## config.mk

```make
export PLATFORM = sky130hd
export DESIGN_NAME = pong_speed_ctrl_flat
export DESIGN_NICKNAME = d
export VERILOG_FILES = /design/src/rtl/pong_pkg.sv /design/src/rtl/pong_speed_ctrl_if.sv /design/src/rtl/pong_frame_div.sv /design/src/rtl/pong_speed_ctrl.sv /design/src/flat_wrapper.sv
export SDC_FILE = /design/constraint.sdc
export NUM_CORES = 1
export LEC_CHECK = 0
export BUFFER_PORTS_ARGS = -buffer_cell sky130_fd_sc_hd__buf_2
export CAP_MARGIN = 10
export CORE_ASPECT_RATIO = 0.9
export CORE_MARGIN = 2
export CORE_UTILIZATION = 50
export DETAILED_ROUTE_END_ITERATION = 8
export MAX_ROUTING_LAYER = met4
export PLACE_DENSITY_LB_ADDON = 0.3
export SLEW_MARGIN = 10
export SYNTH_ARGS = -nofsm -noshare
export SYNTH_HDL_FRONTEND = slang
export SYNTH_SLANG_ARGS = --single-unit
```

## constraint.sdc

```tcl
create_clock -name clk -period 5.36 [get_ports clk]
set_input_delay 0.268 -clock clk [delete_from_list [all_inputs] [get_ports clk]]
set_output_delay 0.268 -clock clk [all_outputs]
set_load 0.01 [all_outputs]
```

## src/rtl/pong_pkg.sv

```systemverilog
// ---------------------------------------------------------------------------
// pong_pkg
// Shared widths and state encoding for the pong sequencing/difficulty
// controller and its interface.
// No ports (package).
// ---------------------------------------------------------------------------
package pong_pkg;

  localparam int LEVEL_W = 3;
  localparam int SPEED_W = 4;
  localparam int DIGIT_W = 2;
  localparam int STATE_W = 2;

  // Encoding is visible on the state output, so keep it fixed.
  localparam logic [STATE_W-1:0] ST_IDLE   = 2'd0;
  localparam logic [STATE_W-1:0] ST_COUNT  = 2'd1;
  localparam logic [STATE_W-1:0] ST_RUN    = 2'd2;
  localparam logic [STATE_W-1:0] ST_PAUSED = 2'd3;

endpackage

```

## src/rtl/pong_speed_ctrl_if.sv

```systemverilog
// ---------------------------------------------------------------------------
// pong_speed_ctrl_if
// Groups the game-FSM / graphics side signals of pong_speed_ctrl.
//   master : game side, drives frame_tick/new_game/abort/hit/miss/pause_btn,
//            observes freeze, speeds, level, countdown, serve_go, state.
//   slave  : the controller itself (directions reversed).
// ---------------------------------------------------------------------------
interface pong_speed_ctrl_if;
  import pong_pkg::*;

  logic               frame_tick;
  logic               new_game;
  logic               abort;
  logic               hit;
  logic               miss;
  logic               pause_btn;
  logic               freeze;
  logic [SPEED_W-1:0] ball_speed;
  logic [SPEED_W-1:0] paddle_speed;
  logic [LEVEL_W-1:0] level;
  logic [DIGIT_W-1:0] countdown;
  logic               serve_go;
  logic [STATE_W-1:0] state;

  modport master (
    output frame_tick, new_game, abort, hit, miss, pause_btn,
    input  freeze, ball_speed, paddle_speed, level, countdown, serve_go, state
  );

  modport slave (
    input  frame_tick, new_game, abort, hit, miss, pause_btn,
    output freeze, ball_speed, paddle_speed, level, countdown, serve_go, state
  );

endinterface

```

## src/rtl/pong_frame_div.sv

```systemverilog
// ---------------------------------------------------------------------------
// pong_frame_div
// Modulo-FRAMES_PER_COUNT frame-tick counter.
//   clk   : system clock
//   reset : asynchronous, active-high
//   clr   : synchronous clear to 0 (wins over tick)
//   tick  : count enable (one frame tick)
//   wrap  : combinational pulse, tick seen while counter at FRAMES_PER_COUNT-1
// ---------------------------------------------------------------------------
module pong_frame_div #(
  parameter int FRAMES_PER_COUNT = 60
) (
  input  logic clk,
  input  logic reset,
  input  logic clr,
  input  logic tick,
  output logic wrap
);

  localparam int CW = (FRAMES_PER_COUNT > 1) ? $clog2(FRAMES_PER_COUNT) : 1;
  localparam logic [CW-1:0] LAST = CW'(FRAMES_PER_COUNT - 1);

  logic [CW-1:0] cnt_q, cnt_d;

  assign wrap = tick & (cnt_q == LAST);

  always_comb begin
    cnt_d = cnt_q;
    if (clr)
      cnt_d = '0;
    else if (tick)
      cnt_d = wrap ? '0 : cnt_q + 1'b1;
  end

  always_ff @(posedge clk or posedge reset) begin
    if (reset)
      cnt_q <= '0;
    else
      cnt_q <= cnt_d;
  end

endmodule

```

## src/rtl/pong_speed_ctrl.sv

```systemverilog
// ---------------------------------------------------------------------------
// pong_speed_ctrl
// Serve countdown, pause and difficulty controller for the pong datapath.
//   clk   : system clock
//   reset : asynchronous, active-high
//   bus   : pong_speed_ctrl_if.slave (game inputs, graphics-side outputs)
// All outputs are registered from the next-state values, so they follow the
// qualifying input cycle by exactly one clock.
// ---------------------------------------------------------------------------
module pong_speed_ctrl
  import pong_pkg::*;
#(
  parameter int HITS_PER_LEVEL   = 4,
  parameter int MAX_LEVEL        = 7,
  parameter int BASE_BALL        = 2,
  parameter int BASE_PAD         = 3,
  parameter int FRAMES_PER_COUNT = 60
) (
  input  logic                    clk,
  input  logic                    reset,
  pong_speed_ctrl_if.slave        bus
);

  localparam int HW = (HITS_PER_LEVEL > 1) ? $clog2(HITS_PER_LEVEL) : 1;
  localparam logic [HW-1:0]      HIT_LAST = HW'(HITS_PER_LEVEL - 1);
  localparam logic [LEVEL_W-1:0] MAX_LVL  = LEVEL_W'(MAX_LEVEL);

  logic [STATE_W-1:0] state_q, state_d;
  logic [DIGIT_W-1:0] digit_q, digit_d;
  logic [HW-1:0]      hits_q, hits_d;
  logic [LEVEL_W-1:0] level_q, level_d;
  logic               pause_q;
  logic               serve_go_q, serve_go_d;
  logic               freeze_q, freeze_d;
  logic [DIGIT_W-1:0] countdown_q, countdown_d;
  logic [SPEED_W-1:0] ball_speed_q, ball_speed_d;
  logic [SPEED_W-1:0] paddle_speed_q, paddle_speed_d;

  logic pause_rise;
  logic div_clr, div_tick, div_wrap;

  assign pause_rise = bus.pause_btn & ~pause_q;

  // Counting only happens while already in COUNT; any other cycle (including
  // the entry cycle) holds the divider at 0 so a coincident tick is dropped.
  assign div_tick = bus.frame_tick & (state_q == ST_COUNT);
  assign div_clr  = (state_q != ST_COUNT) | bus.abort;

  pong_frame_div #(
    .FRAMES_PER_COUNT(FRAMES_PER_COUNT)
  ) u_frame_div (
    .clk   (clk),
    .reset (reset),
    .clr   (div_clr),
    .tick  (div_tick),
    .wrap  (div_wrap)
  );

  always_comb begin
    state_d    = state_q;
    digit_d    = digit_q;
    hits_d     = hits_q;
    level_d    = level_q;
    serve_go_d = 1'b0;

    if (bus.abort) begin
      state_d = ST_IDLE;
      level_d = '0;
      hits_d  = '0;
    end else begin
      case (state_q)
        ST_IDLE: begin
          level_d = '0;
          hits_d  = '0;
          if (bus.new_game) begin
            state_d = ST_COUNT;
            digit_d = 2'd3;
          end
        end
        ST_COUNT: begin
          if (div_wrap) begin
            if (digit_q == 2'd1) begin
              state_d    = ST_RUN;
              serve_go_d = 1'b1;
            end else begin
              digit_d = digit_q - 2'd1;
            end
          end
        end
        ST_RUN: begin
          if (bus.miss) begin
            state_d = ST_COUNT;
            digit_d = 2'd3;
            hits_d  = '0;
            level_d = (level_q == '0) ? level_q : level_q - 1'b1;
          end else if (bus.hit) begin
            if (hits_q == HIT_LAST) begin
              // Hit count keeps wrapping even once the level is saturated.
              hits_d  = '0;
              level_d = (level_q == MAX_LVL) ? level_q : level_q + 1'b1;
            end else begin
              hits_d = hits_q + 1'b1;
            end
          end else if (pause_rise) begin
            state_d = ST_PAUSED;
          end
        end
        default: begin // ST_PAUSED
          if (pause_rise)
            state_d = ST_RUN;
        end
      endcase
    end
  end

  // Output registers are loaded from next-state values.
  always_comb begin
    freeze_d       = (state_d != ST_RUN);
    countdown_d    = (state_d == ST_COUNT) ? digit_d : '0;
    ball_speed_d   = SPEED_W'(BASE_BALL) + SPEED_W'(level_d);
    paddle_speed_d = SPEED_W'(BASE_PAD) + SPEED_W'(level_d >> 1);
  end

  always_ff @(posedge clk or posedge reset) begin
    if (reset) begin
      state_q        <= ST_IDLE;
      digit_q        <= '0;
      hits_q         <= '0;
      level_q        <= '0;
      pause_q        <= 1'b0;
      serve_go_q     <= 1'b0;
      freeze_q       <= 1'b1;
      countdown_q    <= '0;
      ball_speed_q   <= SPEED_W'(BASE_BALL);
      paddle_speed_q <= SPEED_W'(BASE_PAD);
    end else begin
      state_q        <= state_d;
      digit_q        <= digit_d;
      hits_q         <= hits_d;
      level_q        <= level_d;
      pause_q        <= bus.pause_btn;
      serve_go_q     <= serve_go_d;
      freeze_q       <= freeze_d;
      countdown_q    <= countdown_d;
      ball_speed_q   <= ball_speed_d;
      paddle_speed_q <= paddle_speed_d;
    end
  end

  assign bus.state        = state_q;
  assign bus.freeze       = freeze_q;
  assign bus.level        = level_q;
  assign bus.countdown    = countdown_q;
  assign bus.serve_go     = serve_go_q;
  assign bus.ball_speed   = ball_speed_q;
  assign bus.paddle_speed = paddle_speed_q;

endmodule

```

## src/flat_wrapper.sv

```systemverilog
// flat-port wrapper written by rule: the top's interface ports become plain ports
module pong_speed_ctrl_flat import pong_pkg::*;
#(
  parameter int HITS_PER_LEVEL   = 4,
  parameter int MAX_LEVEL        = 7,
  parameter int BASE_BALL        = 2,
  parameter int BASE_PAD         = 3,
  parameter int FRAMES_PER_COUNT = 60
)
  (clk, reset, bus_frame_tick, bus_new_game, bus_abort, bus_hit, bus_miss, bus_pause_btn, bus_freeze, bus_ball_speed, bus_paddle_speed, bus_level, bus_countdown, bus_serve_go, bus_state);
  pong_speed_ctrl_if bus_i ();
  input  logic clk;
  input  logic reset;
  input wire logic [$bits(bus_i.frame_tick)-1:0] bus_frame_tick;
  input wire logic [$bits(bus_i.new_game)-1:0] bus_new_game;
  input wire logic [$bits(bus_i.abort)-1:0] bus_abort;
  input wire logic [$bits(bus_i.hit)-1:0] bus_hit;
  input wire logic [$bits(bus_i.miss)-1:0] bus_miss;
  input wire logic [$bits(bus_i.pause_btn)-1:0] bus_pause_btn;
  output wire logic [$bits(bus_i.freeze)-1:0] bus_freeze;
  output wire logic [$bits(bus_i.ball_speed)-1:0] bus_ball_speed;
  output wire logic [$bits(bus_i.paddle_speed)-1:0] bus_paddle_speed;
  output wire logic [$bits(bus_i.level)-1:0] bus_level;
  output wire logic [$bits(bus_i.countdown)-1:0] bus_countdown;
  output wire logic [$bits(bus_i.serve_go)-1:0] bus_serve_go;
  output wire logic [$bits(bus_i.state)-1:0] bus_state;
  assign bus_i.frame_tick = bus_frame_tick;
  assign bus_i.new_game = bus_new_game;
  assign bus_i.abort = bus_abort;
  assign bus_i.hit = bus_hit;
  assign bus_i.miss = bus_miss;
  assign bus_i.pause_btn = bus_pause_btn;
  assign bus_freeze = bus_i.freeze;
  assign bus_ball_speed = bus_i.ball_speed;
  assign bus_paddle_speed = bus_i.paddle_speed;
  assign bus_level = bus_i.level;
  assign bus_countdown = bus_i.countdown;
  assign bus_serve_go = bus_i.serve_go;
  assign bus_state = bus_i.state;
  pong_speed_ctrl #(.HITS_PER_LEVEL(HITS_PER_LEVEL), .MAX_LEVEL(MAX_LEVEL), .BASE_BALL(BASE_BALL), .BASE_PAD(BASE_PAD), .FRAMES_PER_COUNT(FRAMES_PER_COUNT)) u_core (.clk(clk), .reset(reset), .bus(bus_i));
endmodule
```

# Word level (Yosys, flattened, before mapping)
# Cells that the tools add are included.
# classes
addsub	7
eq_ne	10
mux	35
n_bitwise	5
reduce_logical	5
# ops
operator	count
2-bit 2-to-1 mux	18
3-bit 2-to-1 mux	6
6-bit 2-to-1 mux	3
2-bit case mux with 3 select lines	2
6-bit by 1-bit adder with 6-bit output (second input constant)	1
2-bit by 1-bit == test with 1-bit output (second input constant)	3
6-bit == test (second input constant)	1
3-bit case mux with 2 select lines	1
2-bit by 3-bit adder with 4-bit output (first input constant)	1
2-bit == test (second input constant)	2
1-bit 2-to-1 mux	4
4-bit != test (second input constant)	1
2-bit case mux with 2 select lines	1
2-bit by 2-bit adder with 3-bit output (first input constant)	1
3-bit by 1-bit adder with 3-bit output (second input constant)	1
1-bit AND	3
3-bit == test (second input constant)	1
3-bit zero test	1
3-bit nonzero test	1
3-bit by 1-bit subtractor with 3-bit output (second input constant)	1
2-bit by 1-bit adder with 2-bit output (second input constant)	1
2-bit zero test	1
2-bit by 1-bit != test with 1-bit output (second input constant)	1
2-bit != test (second input constant)	1
other kinds (5)	5
# totals
ff_bits	28
input_bits	8
out_inout_bits	17

# Depth between registers and ports, before layout
# Gate-level depths: netlist of run 1.
# depth
ltp_word	9
mapped_depth	8

# Hierarchy
# From an unflattened synthesis of run 1, not the netlist that was laid out.
# hier_totals
cells_unflattened	150
area_unflattened_um2	1461.4
# modules_own_cells
mod	n_inst	cells_each	area_per_inst_um2	seq_area_each_um2
pong_speed_ctrl	1	114	1121.1	479.2
pong_frame_div	1	36	340.3	150.1

# Worst setup path before layout of run 1
# No wires, ideal clock.
# synth_timing
kind	reg2reg
from	reg u_core.level_q[0] (netlist: u_core.bus.level[0])
to	reg u_core.ball_speed_q[2] (netlist: u_core.bus.ball_speed[2])
setup_ns	0.131
arrival_ns	1.662
required_ns	5.229
setup_slack_ns	3.566
path_stages_with_launch	8
path_buffers	0
period_less_slack_ns	1.794
path_cell_list	dfrtp_1 inv_1 ha_1 nor2b_1 o211ai_1 o31ai_1 o31a_1 ha_1
# synth_between
elab_chain_cells	8
# synth_rtl
item	line_no	rtl
from (decl)	pong_speed_ctrl.sv:31	logic [LEVEL_W-1:0] level_q, level_d;
from (signal assigned)	pong_speed_ctrl.sv:140	level_q <= level_d;
3-bit by 1-bit adder with 3-bit output or 3-bit == test (tied branches)	pong_speed_ctrl.sv:100	level_d = (level_q == MAX_LVL) ? level_q : level_q + 1'b1;
3-bit 2-to-1 mux	pong_speed_ctrl.sv:100	
3-bit 2-to-1 mux	pong_speed_ctrl.sv:97	if (hits_q == HIT_LAST) begin
3-bit 2-to-1 mux	pong_speed_ctrl.sv:96	end else if (bus.hit) begin
3-bit 2-to-1 mux	pong_speed_ctrl.sv:91	if (bus.miss) begin
3-bit case mux with 2 select lines (*)	pong_speed_ctrl.sv:71	case (state_q)
3-bit 2-to-1 mux (*)	pong_speed_ctrl.sv:66	if (bus.abort) begin
2-bit by 3-bit adder with 4-bit output (*)	pong_speed_ctrl.sv:120	ball_speed_d = SPEED_W'(BASE_BALL) + SPEED_W'(level_d);
named net u_core.ball_speed_d[2]	pong_speed_ctrl.sv:36	logic [SPEED_W-1:0] ball_speed_q, ball_speed_d;
to (signal assigned)	pong_speed_ctrl.sv:134	ball_speed_q <= SPEED_W'(BASE_BALL);
to (signal assigned)	pong_speed_ctrl.sv:145	ball_speed_q <= ball_speed_d;
to (decl)	pong_speed_ctrl.sv:36	
# The timed path passes the listed nets; every way through them passes the cells marked *.
# A chain may end at the register's enable or synchronous reset.

# Worst setup path after layout of run 1
# layout_timing
from	reg u_core.level_q[1] (netlist: u_core.bus.level[1])
to	reg u_core.ball_speed_q[2] (netlist: u_core.bus.ball_speed[2])
# Same word-level chain as after synthesis.

==> reports/results.ini, run 1 <==
[placed_design]
portBuffers = 23
dpl_cell_area_mm2 = 0.00158
hpwl_um = 2100
place_inst = 205
gp_congestion = 0.861
preCtsSetupSlack_ns = 3.49

[routing]
wl_met2_um = 1380
m1WireLength_um = 1310
wl_per_cell_um = 13.8
postRouteAntennaNets = 0
drtIter0Drc = 71
highest_layer = met4
remaining_drc_errors = 0
viasPerCell = 5.66
drt_wl_total_um = 2890
firstDrtPassIters = 4
vias = 1182
dr_wl_met3_um = 148

[die]
num_rows = 18
die_h_um = 55.4
pin_count = 25
die_w_um = 61.1
core-area_mm2 = 0.00277
start_util_pct = 53.0
die-area_mm2 = 0.00339

[synthesis]
ys_seq_area_share_pct = 42.9
async_flop_share_pct = 100
netlist_instances = 151
synth.largest_area_cell = dfrtp_1
synth.cell_area_mm2 = 0.00147
yosysWarningCount = 0
yosysMostFrequentCell = dfrtp_1
synthTopCellsByCount = 22 x dfrtp_1, 14 x nand2_1, 10 x inv_1
ys_seq_elements = 25
syn_avg_cell_area_um2 = 9.72
synth_ff_type = dfrtp_1
synth_edf_count = 0
ys_top_cells_by_area = dfrtp_1 38%, ha_1 7.7%, dfstp_2 5.4%
yosysTopAreaCellShare_pct = 37.5
ys_types = 52
synth_nets = 168

[timing]
worst_pin_slew_ns = 0.934
period_share_pct = 35.9
final.setup_skew_ns = 0.0107
fmax_ghz = 0.520
setup_ws_ns = 3.44
tns_ns = 0
slew_headroom_pct = 37.7
setup_violations = 0
fin_crit_ns = 1.92
rsz0062_at_grt = no
hold_viol = 0
maxSlewViolCount = 0

[worst_setup_path]
cp_max_fo = 4
cp_data_arrival_time_ns = 2.13
start_kind = register
crit_chain = inv_1 > ha_1 > and4_1 > o31ai_1 > o31a_1 > ha_1
slowest_stage = dfrtp_1
crit_type = register to register
cp-end-kind = register
path_common_cell = ha_1
required_ns = 5.57
critPathMaxStageDelay_ns = 0.42

[global_route]
antenna_found_initial = 0
grt-ovfl-total = 0
grt_max_degree = 26
grt_usage_pct = 19.8
grt_pass1_vias = 1170
grt_pass1_wl_um = 5020

[clocking]
clk_pin_slew_worst_paths_ns = 0.14
clk_latency_ns = 0.32
ctsHoldBuffers = 0
clockRootBuffer = clkbuf_4
postCtsSetupBuffers = 0
clkSinkCount = 25
cts_inserted_buffers = 3
htreeDepth = 1
tritoncts = built
cts_resized = 0
clockBufferDepth = 2

[final_layout]
drive_gt1_share_pct = 21.3
num-fill-cells = 234
n_antenna_cell = 0
seq_area_um2 = 629
nets = 187
stdcell_count = 209
final_util_pct = 57.9
multiInputGateArea_um2 = 746
stdcell_area_mm2 = 0.00160
syn_to_final_growth_pct = 9.29

[hold_path]
hold_path.class = input pin to register

[power]
irDropWorstVdd_uv = 138
leakagePower_nw = 0.760
powerDensity_mw_per_mm2 = 218

[status]
status = finished, final reports clean

[job]
cap_violations = 0

-- flip-flops by register name, indices dropped and copies added (netlist names) --
name	cells
u_core.pause_q	1
u_core.bus.paddle_speed	2
u_core.hits_q	2
u_core.bus.ball_speed	3
u_core.bus.freeze	1
u_core.bus.countdown	2
u_core.bus.state	2
u_core.bus.serve_go	1
u_core.bus.level	3
u_core.digit_q	2
u_core.u_frame_div.cnt_q	6
-- final timing paths --
check | slack [ns] | depth (start not counted) | endpoint | start
setup reg to reg | 3.44 | 6 | u_core.bus.ball_speed[2] | u_core.bus.level[1]
min in group asynchronous | 0.13 | 2 | u_core.u_frame_div.cnt_q[4] | reset
hold reg to reg | 0.53 | 1 | u_core.u_frame_div.cnt_q[0] | u_core.u_frame_div.cnt_q[0]
setup / recovery | 3.44 | 6 | u_core.bus.ball_speed[2] | u_core.bus.level[1]
max in group asynchronous | 4.66 | 2 | u_core.bus.ball_speed[2] | reset
hold / removal | 0.06 | 1 | u_core.pause_q | bus_pause_btn
-- report_power, final --
group	total (mW)	internal, mW	leakage (nW)	switching, mW
sequential	0.209	0.197	0.330	0.0126
combinational	0.0548	0.0250	0.415	0.0298
clock	0.0854	0.0292	0.0150	0.0563
-- kinds of logic (layout without fill, tap and decap cells) --
group | after synthesis | in the layout | share of synthesized area (%)
other | 1 | 1 | 0.256
xor gates and xnor gates | 3 | 3 | 1.79
AOI/OAI and AO/OA | 36 | 36 | 17.6
buffers and inverters | 19 | 37 | 6.31
DFF | 25 | 25 | 42.9
adders and majority gates | 9 | 9 | 7.67
and+or+nand+nor | 58 | 58 | 23.5
-- critical path: cells and delay by family, from the launching register on --
| family | cells | cell delay (ns) |
|---|---|---|
| AOI/OAI and AO/OA | 2 | 0.51 |
| buffers and inverters | 1 | 0.11 |
| and+or+nand+nor | 1 | 0.20 |
| adders and majority gates | 2 | 0.57 |
| DFF | 1 | 0.42 |
-- through the flow --
stage | power, mW | hold slack [ns]
final | 0.349 | 0.0593
after global routing | 0.370 | 0.0455
after CTS | 0.352 | 0.0592
after detailed placement | 0.267 | 0.404
after global placement | 0.265 | 0.403
after floorplan | 0.252 | 0.293
-- per-layer routing --
metal / up-vias / GRT usage (%)
li1: 572 / -
met1: 561 / 24.5
met2: 40 / 31.2
met3: 9 / 3.75
met4: 0 / 8.07
met5: - / -
-- cells in the final DEF (no fill, tap or decap), types with 2 or more instances in the layout --
cell / n
xor2_1: 2
clkbuf_4: 3
nand2_1: 14
dfstp_2: 3
a31oi_1: 6
nor2_1: 9
a21o_1: 2
o21ai_1: 4
inv_1: 10
and4_1: 2
nand3_1: 2
and3_1: 2
and2_1: 2
nor3_1: 3
o211ai_1: 2
nor2b_1: 4
ha_1: 9
nand2b_1: 5
o32a_1: 2
a21oi_1: 7
o31ai_1: 3
buf_2: 23
dfrtp_1: 22
-- cell type report --
type                            count  share of cell area, %
Tap cell                           40                   3.12
Timing Repair Buffer               23                   7.18
Inverter                           10                   2.34
Clock buffer                        4                   1.64
Sequential cell                    25                   39.2
Multi-Input combinational cell    107                   46.5
(Power assumes the default switching activity.)
==> run 2: changes to the inputs <==
==> constraint.sdc (replaced) <==
create_clock -name clk -period 2.02 [get_ports clk]
set_input_delay 0.101 -clock clk [delete_from_list [all_inputs] [get_ports clk]]
set_output_delay 0.101 -clock clk [all_outputs]
set_load 0.01 [all_outputs]
==> reports/results.ini, run 2 (synthesis gave the netlist of run 1 again) <==
[status]
status = finished, final reports clean  ; unchanged

[final_layout]
stdcell_count = 212  ; was 209
largest_register = u_core.u_frame_div.cnt_q  ; unchanged
n_antenna_cell = 0  ; unchanged
drive_gt1_share_pct = 22.1  ; was 21.3%
seq_area_um2 = 631  ; was 629 um2
mostFrequentLayoutCells = 23 x buf_2, 21 x dfrtp_1, 14 x nand2_1, 10 x inv_1  ; was 23 x buf_2, 22 x dfrtp_1, 14 x nand2_1, 10 x inv_1
num-fill-cells = 232  ; was 234
final_common_cell = buf_2  ; unchanged
largest_reg_flops = 6  ; unchanged
multiInputGateArea_um2 = 746  ; unchanged
syn_to_final_growth_pct = 11.3  ; was 9.29%
nets = 190  ; was 187

[clocking]
clkSinkCount = 25  ; unchanged
clockRootBuffer = clkbuf_4  ; unchanged
postCtsSetupBuffers = 0  ; unchanged
clk_latency_ns = 0.31  ; was 0.32 ns
clockBufferDepth = 2  ; unchanged
tritoncts = built  ; unchanged
clk_pin_slew_worst_paths_ns = 0.12  ; was 0.14 ns
cts_inserted_buffers = 3  ; unchanged
htreeDepth = 1  ; unchanged

[die]
die-area_mm2 = 0.00339  ; unchanged
core-area_mm2 = 0.00277  ; unchanged
die_w_um = 61.1  ; unchanged
die_h_um = 55.4  ; unchanged
pin_count = 25  ; unchanged
num_rows = 18  ; unchanged
start_util_pct = 53.0  ; unchanged

[worst_setup_path]
worstSetupEndpoint = u_core.bus.paddle_speed[1]  ; was u_core.bus.ball_speed[2]
reg2reg_to = u_core.bus.paddle_speed[1]  ; was u_core.bus.ball_speed[2]
critPathMaxStageDelay_ns = 0.43  ; was 0.42 ns
start_kind = register  ; unchanged
required_ns = 2.28  ; was 5.57 ns
reg2reg_from = u_core.bus.level[1]  ; unchanged
startpoint = u_core.bus.level[1]  ; unchanged
r2r_cells = 7  ; was 6
reg2reg_setup_slack_ns = 0.10  ; was 3.44 ns
slowest_stage = dfrtp_1  ; unchanged
cp-end-kind = register  ; unchanged
cp_data_arrival_time_ns = 2.18  ; was 2.13 ns
cp_max_fo = 4  ; unchanged
crit_type = register to register  ; unchanged
crit_chain = inv_1 > ha_1 > and4_1 > o31ai_1 > o31a_1 > ha_1 > inv_1  ; was inv_1 > ha_1 > and4_1 > o31ai_1 > o31a_1 > ha_1

[placed_design]
portBuffers = 23  ; unchanged
gp_congestion = 0.862  ; was 0.861
place_inst = 206  ; was 205
hpwl_um = 2210  ; was 2100 um

[routing]
remaining_drc_errors = 0  ; unchanged
wl_per_cell_um = 14.1  ; was 13.8 um
drtIter0Drc = 97  ; was 71
viasPerCell = 5.74  ; was 5.66
vias = 1217  ; was 1182
drt_wl_total_um = 2980  ; was 2890 um
postRouteAntennaNets = 0  ; unchanged
firstDrtPassIters = 4  ; unchanged

[global_route]
grt_pass1_vias = 1124  ; was 1170
antenna_found_initial = 0  ; unchanged
grt-ovfl-total = 0  ; unchanged
grt_max_degree = 26  ; unchanged
grt_pass1_wl_um = 5000  ; was 5020 um
grt_usage_pct = 19.8  ; about the same

[power]
leakagePower_nw = 0.771  ; was 0.760 nW
powerDensity_mw_per_mm2 = 563  ; was 218 mW/mm2
total_power_uw = 919  ; was 349 uW
irDropWorstVdd_uv = 369  ; was 138 uV

[job]
cap_violations = 0  ; unchanged

[timing]
slew_headroom_pct = 64.9  ; was 37.7%
maxSlewViolCount = 0  ; unchanged
period_share_pct = 95.0  ; was 35.9%
setup_violations = 0  ; unchanged
worst_pin_slew_ns = 0.526  ; was 0.934 ns
hold_viol = 0  ; unchanged
final.setup_skew_ns = 0.00632  ; was 0.0107 ns
fin_crit_ns = 1.92  ; about the same
fmax_ghz = 0.521  ; was 0.520 GHz
tns_ns = 0  ; unchanged
rsz0062_at_grt = no  ; unchanged

[hold_path]
hold_path.class = input pin to register  ; unchanged

-- run 2: cell types whose count changed in the layout (fill, tap and decap cells not counted), sizes merged --
cell / previous run / this run
dlygate4sd3: 0 / 2
buf: 23 / 24
-- run 2: timing repair --
action                                  4_1_cts  5_1_grt
resized for setup                             0        1
hold endpoints to repair                     23        0
hold buffers                                  2        0
endpoints found under the setup margin        0        3
-- run 2: final cells by class --
| type | count | area share [%] |
|---|---|---|
| multi-input cells | 107 | 45.7 |
| flip-flops and latches | 25 | 38.6 |
| well taps | 40 | 3.07 |
| repair buffers | 26 | 8.74 |
| inverters | 10 | 2.30 |
| clock buffers | 4 | 1.61 |
-- run 2: stage by stage --
step	setup slack (ns)	hold slack, ns	instance area [um2]	utilization [%]
2_1_floorplan	0.226	0.126	1470	-
3_5_place_dp	0.122	0.162	1590	57.2
6_report	0.101	0.108	1630	58.9
3_3_place_gp	0.220	0.163	1590	57.2
4_1_cts	0.0878	0.0981	1630	58.9
5_1_grt	0.000806	0.124	1630	58.9
-- run 2: where the power goes --
group	internal, mW	switching (mW)
combinational	0.0702	0.0802
sequential	0.522	0.0317
clock	0.0772	0.138
-- run 2: metal layers --
metal,wire length [um],vias up,global-route usage (%)
li1,-,581,-
met1,1330,609,26.0
met4,31,0,5.59
met3,105,5,3.04
met5,0,-,-
met2,1520,22,31.5
-- run 2: worst min-delay path by stage --
stage,slack [ns],start,cells after the start,endpoint
global route,0.12,bus_frame_tick,3,u_core.u_frame_div.cnt_q[1]
CTS,0.1,bus_frame_tick,3,u_core.u_frame_div.cnt_q[0]
detailed placement,0.16,reset,3,u_core.bus.ball_speed[3]
global placement,0.16,reset,3,u_core.bus.ball_speed[3]
floorplan,0.13,reset,1,u_core.bus.ball_speed[2]
finish,0.11,bus_frame_tick,3,u_core.u_frame_div.cnt_q[0]
-- run 2: critical path, delay by kind of cell (launching register included) --
family,cells,cell delay (ns)
flip-flops,1,0.43
adder cells (fa/ha/maj),2,0.57
AND/OR/NAND/NOR,1,0.20
buffers and inverters,2,0.18
AO/OA/AOI/OAI,2,0.50
==> run 3: changes to the inputs <==
--- a/config.mk
+++ b/config.mk
@@ -7,12 +7,12 @@
 export LEC_CHECK = 0
 export BUFFER_PORTS_ARGS = -buffer_cell sky130_fd_sc_hd__buf_2
 export CAP_MARGIN = 10
-export CORE_ASPECT_RATIO = 0.9
+export CORE_ASPECT_RATIO = 0.8
 export CORE_MARGIN = 2
 export CORE_UTILIZATION = 50
 export DETAILED_ROUTE_END_ITERATION = 8
 export MAX_ROUTING_LAYER = met4
-export PLACE_DENSITY_LB_ADDON = 0.3
+export PLACE_DENSITY = 0.72
 export SLEW_MARGIN = 10
 export SYNTH_ARGS = -nofsm -noshare
 export SYNTH_HDL_FRONTEND = slang
==> reports/results.ini, run 3 (synthesis gave the netlist of run 1 again) <==
[routing]
remaining_drc_errors = 0  ; unchanged
wl_per_cell_um = 14.7  ; was 14.1 um
drt_wl_total_um = 3080  ; was 2980 um
firstDrtPassIters = 5  ; was 4
viasPerCell = 5.72  ; was 5.74
vias = 1201  ; was 1217
drtIter0Drc = 106  ; was 97
postRouteAntennaNets = 0  ; unchanged

[placed_design]
hpwl_um = 2210  ; about the same
portBuffers = 23  ; unchanged
gp_congestion = 0.878  ; was 0.862
place_inst = 204  ; was 206

[global_route]
grt_pass1_wl_um = 5020  ; was 5000 um
grt_pass1_vias = 1203  ; was 1124
grt-ovfl-total = 0  ; unchanged
grt_max_degree = 26  ; unchanged
antenna_found_initial = 0  ; unchanged
grt_usage_pct = 19.7  ; was 19.8%

[die]
die_h_um = 52.5  ; was 55.4 um
core-area_mm2 = 0.00279  ; was 0.00277 mm2
start_util_pct = 52.7  ; was 53.0%
num_rows = 17  ; was 18
die_w_um = 64.6  ; was 61.1 um
die-area_mm2 = 0.00339  ; about the same
pin_count = 25  ; unchanged

[timing]
hold_viol = 0  ; unchanged
slew_headroom_pct = 64.0  ; was 64.9%
fmax_ghz = 0.515  ; was 0.521 GHz
tns_ns = 0  ; unchanged
fin_crit_ns = 1.94  ; was 1.92 ns
period_share_pct = 96.1  ; was 95.0%
maxSlewViolCount = 0  ; unchanged
setup_violations = 0  ; unchanged
worst_pin_slew_ns = 0.540  ; was 0.526 ns
final.setup_skew_ns = 0.00379  ; was 0.00632 ns

[power]
irDropWorstVdd_uv = 372  ; was 369 uV
powerDensity_mw_per_mm2 = 610  ; was 563 mW/mm2
p_int_uw = 732  ; was 669 uW
seqPwrFrac_pct = 55.1  ; was 60.2%
leakagePower_nw = 0.781  ; was 0.771 nW
switching_share_pct = 27.5  ; was 27.2%
clockPowerShare_pct = 29.0  ; was 23.4%
power_switching_uw = 278  ; was 250 uW
p_comb_share_pct = 15.9  ; was 16.4%

[clocking]
htreeDepth = 1  ; unchanged
clk_latency_ns = 0.27  ; was 0.31 ns
clkSinkCount = 25  ; unchanged
clockBufferDepth = 2  ; unchanged
clockRootBuffer = clkbuf_8  ; was clkbuf_4
clk_pin_slew_worst_paths_ns = 0.09  ; was 0.12 ns
cts_inserted_buffers = 3  ; unchanged
tritoncts = built  ; unchanged

[final_layout]
drive_gt1_share_pct = 23.3  ; was 22.1%
final_common_cell = buf_2  ; unchanged
num-fill-cells = 259  ; was 232
largest_register = u_core.u_frame_div.cnt_q  ; unchanged
largest_reg_flops = 6  ; unchanged
n_antenna_cell = 0  ; unchanged
syn_to_final_growth_pct = 12.8  ; was 11.3%
mostFrequentLayoutCells = 23 x buf_2, 21 x dfrtp_1, 14 x nand2_1, 10 x inv_1  ; unchanged
stdcell_count = 210  ; was 212
nets = 190  ; unchanged

[status]
status = finished, final reports clean  ; unchanged

[job]
cap_violations = 0  ; unchanged

[worst_setup_path]
crit_type = register to register  ; unchanged
worstSetupEndpoint = u_core.bus.ball_speed[2]  ; was u_core.bus.paddle_speed[1]
startpoint = u_core.bus.level[1]  ; unchanged
cp_data_arrival_time_ns = 2.09  ; was 2.18 ns
required_ns = 2.17  ; was 2.28 ns
cp-end-kind = register  ; unchanged
reg2reg_setup_slack_ns = 0.08  ; was 0.10 ns
reg2reg_to = u_core.bus.ball_speed[2]  ; was u_core.bus.paddle_speed[1]
reg2reg_from = u_core.bus.level[1]  ; unchanged
cp_max_fo = 4  ; unchanged
r2r_cells = 7  ; unchanged
start_kind = register  ; unchanged

[hold_path]
hold_path.class = input pin to register  ; unchanged

## run 3: cell types whose count changed in the layout (fill, tap and decap cells not counted), sizes merged
cell | previous run | this run
clkbuf | 4 | 3
clkinv | 0 | 1
## run 3: final cells by class
class                      instances  area (um2)  share of cell area [%]
sequential                        25         631                    38.1
multi-input combinational        107         751                    45.4
tap                               38        47.5                    2.87
inverter                          10        37.5                    2.27
clock buffer                       3        41.3                    2.49
clock inverter                     1        5.00                   0.302
timing repair buffer              26         143                    8.62
## run 3: per-stage QoR
step	power [mW]	util (%)	area, um2	setup WS, ns	hold slack [ns]
6_report	1.01	59.4	1660	0.0790	0.160
5_1_grt	1.06	59.4	1660	-0.0692	0.165
4_1_cts	1.01	59.2	1650	0.119	0.158
3_5_place_dp	0.716	56.8	1580	0.137	0.163
3_3_place_gp	0.708	56.8	1580	0.198	0.159
2_1_floorplan	0.668	-	1470	0.226	0.126
## run 3: worst min-delay path by stage
| stage | depth (start not counted) | end | slack, ns | from |
|---|---|---|---|---|
| floorplan | 1 | u_core.bus.ball_speed[2] | 0.13 | reset |
| finish | 3 | u_core.u_frame_div.cnt_q[0] | 0.16 | bus_frame_tick |
| global route | 3 | u_core.u_frame_div.cnt_q[5] | 0.17 | bus_frame_tick |
| global placement | 3 | u_core.u_frame_div.cnt_q[0] | 0.16 | reset |
| detailed placement | 3 | u_core.u_frame_div.cnt_q[1] | 0.16 | reset |
| CTS | 3 | u_core.u_frame_div.cnt_q[0] | 0.16 | bus_frame_tick |
## run 3: critical path, stage by stage, from the launching register on
cell and delay [ns]:
dfrtp_1 0.39, inv_1 0.10, ha_1 0.25, nor2b_1 0.15
o211ai_1 0.23, o31ai_2 0.12, o31a_1 0.28, ha_1 0.31
## run 3: repair_timing
item | in CTS | in global routing
hold endpoints to repair | 23 | 0
setup endpoints to repair | 0 | 2
resized for setup | 0 | 2
hold buffers | 2 | 0
buffers inserted | 0 | 0
## run 3: power groups by stage
| stage | clock network, mW | registers (mW) | logic [mW] |
|---|---|---|---|
| 2_1_floorplan | 0 | 0.555 | 0.113 |
| 3_3_place_gp | 0 | 0.561 | 0.147 |
| 3_5_place_dp | 0 | 0.563 | 0.152 |
| 4_1_cts | 0.302 | 0.554 | 0.158 |
| 5_1_grt | 0.322 | 0.558 | 0.177 |
| 6_report | 0.293 | 0.557 | 0.161 |
## run 3: routing by layer
layer	global-route usage, %	part of all wire (%)	up-vias	routed length [um]
met4	5.32	0.32	0	10
met5	-	0	-	0
met3	3.87	5.6	2	172
met2	35.6	48	43	1480
met1	22.9	46	577	1420
li1	-	-	579	-
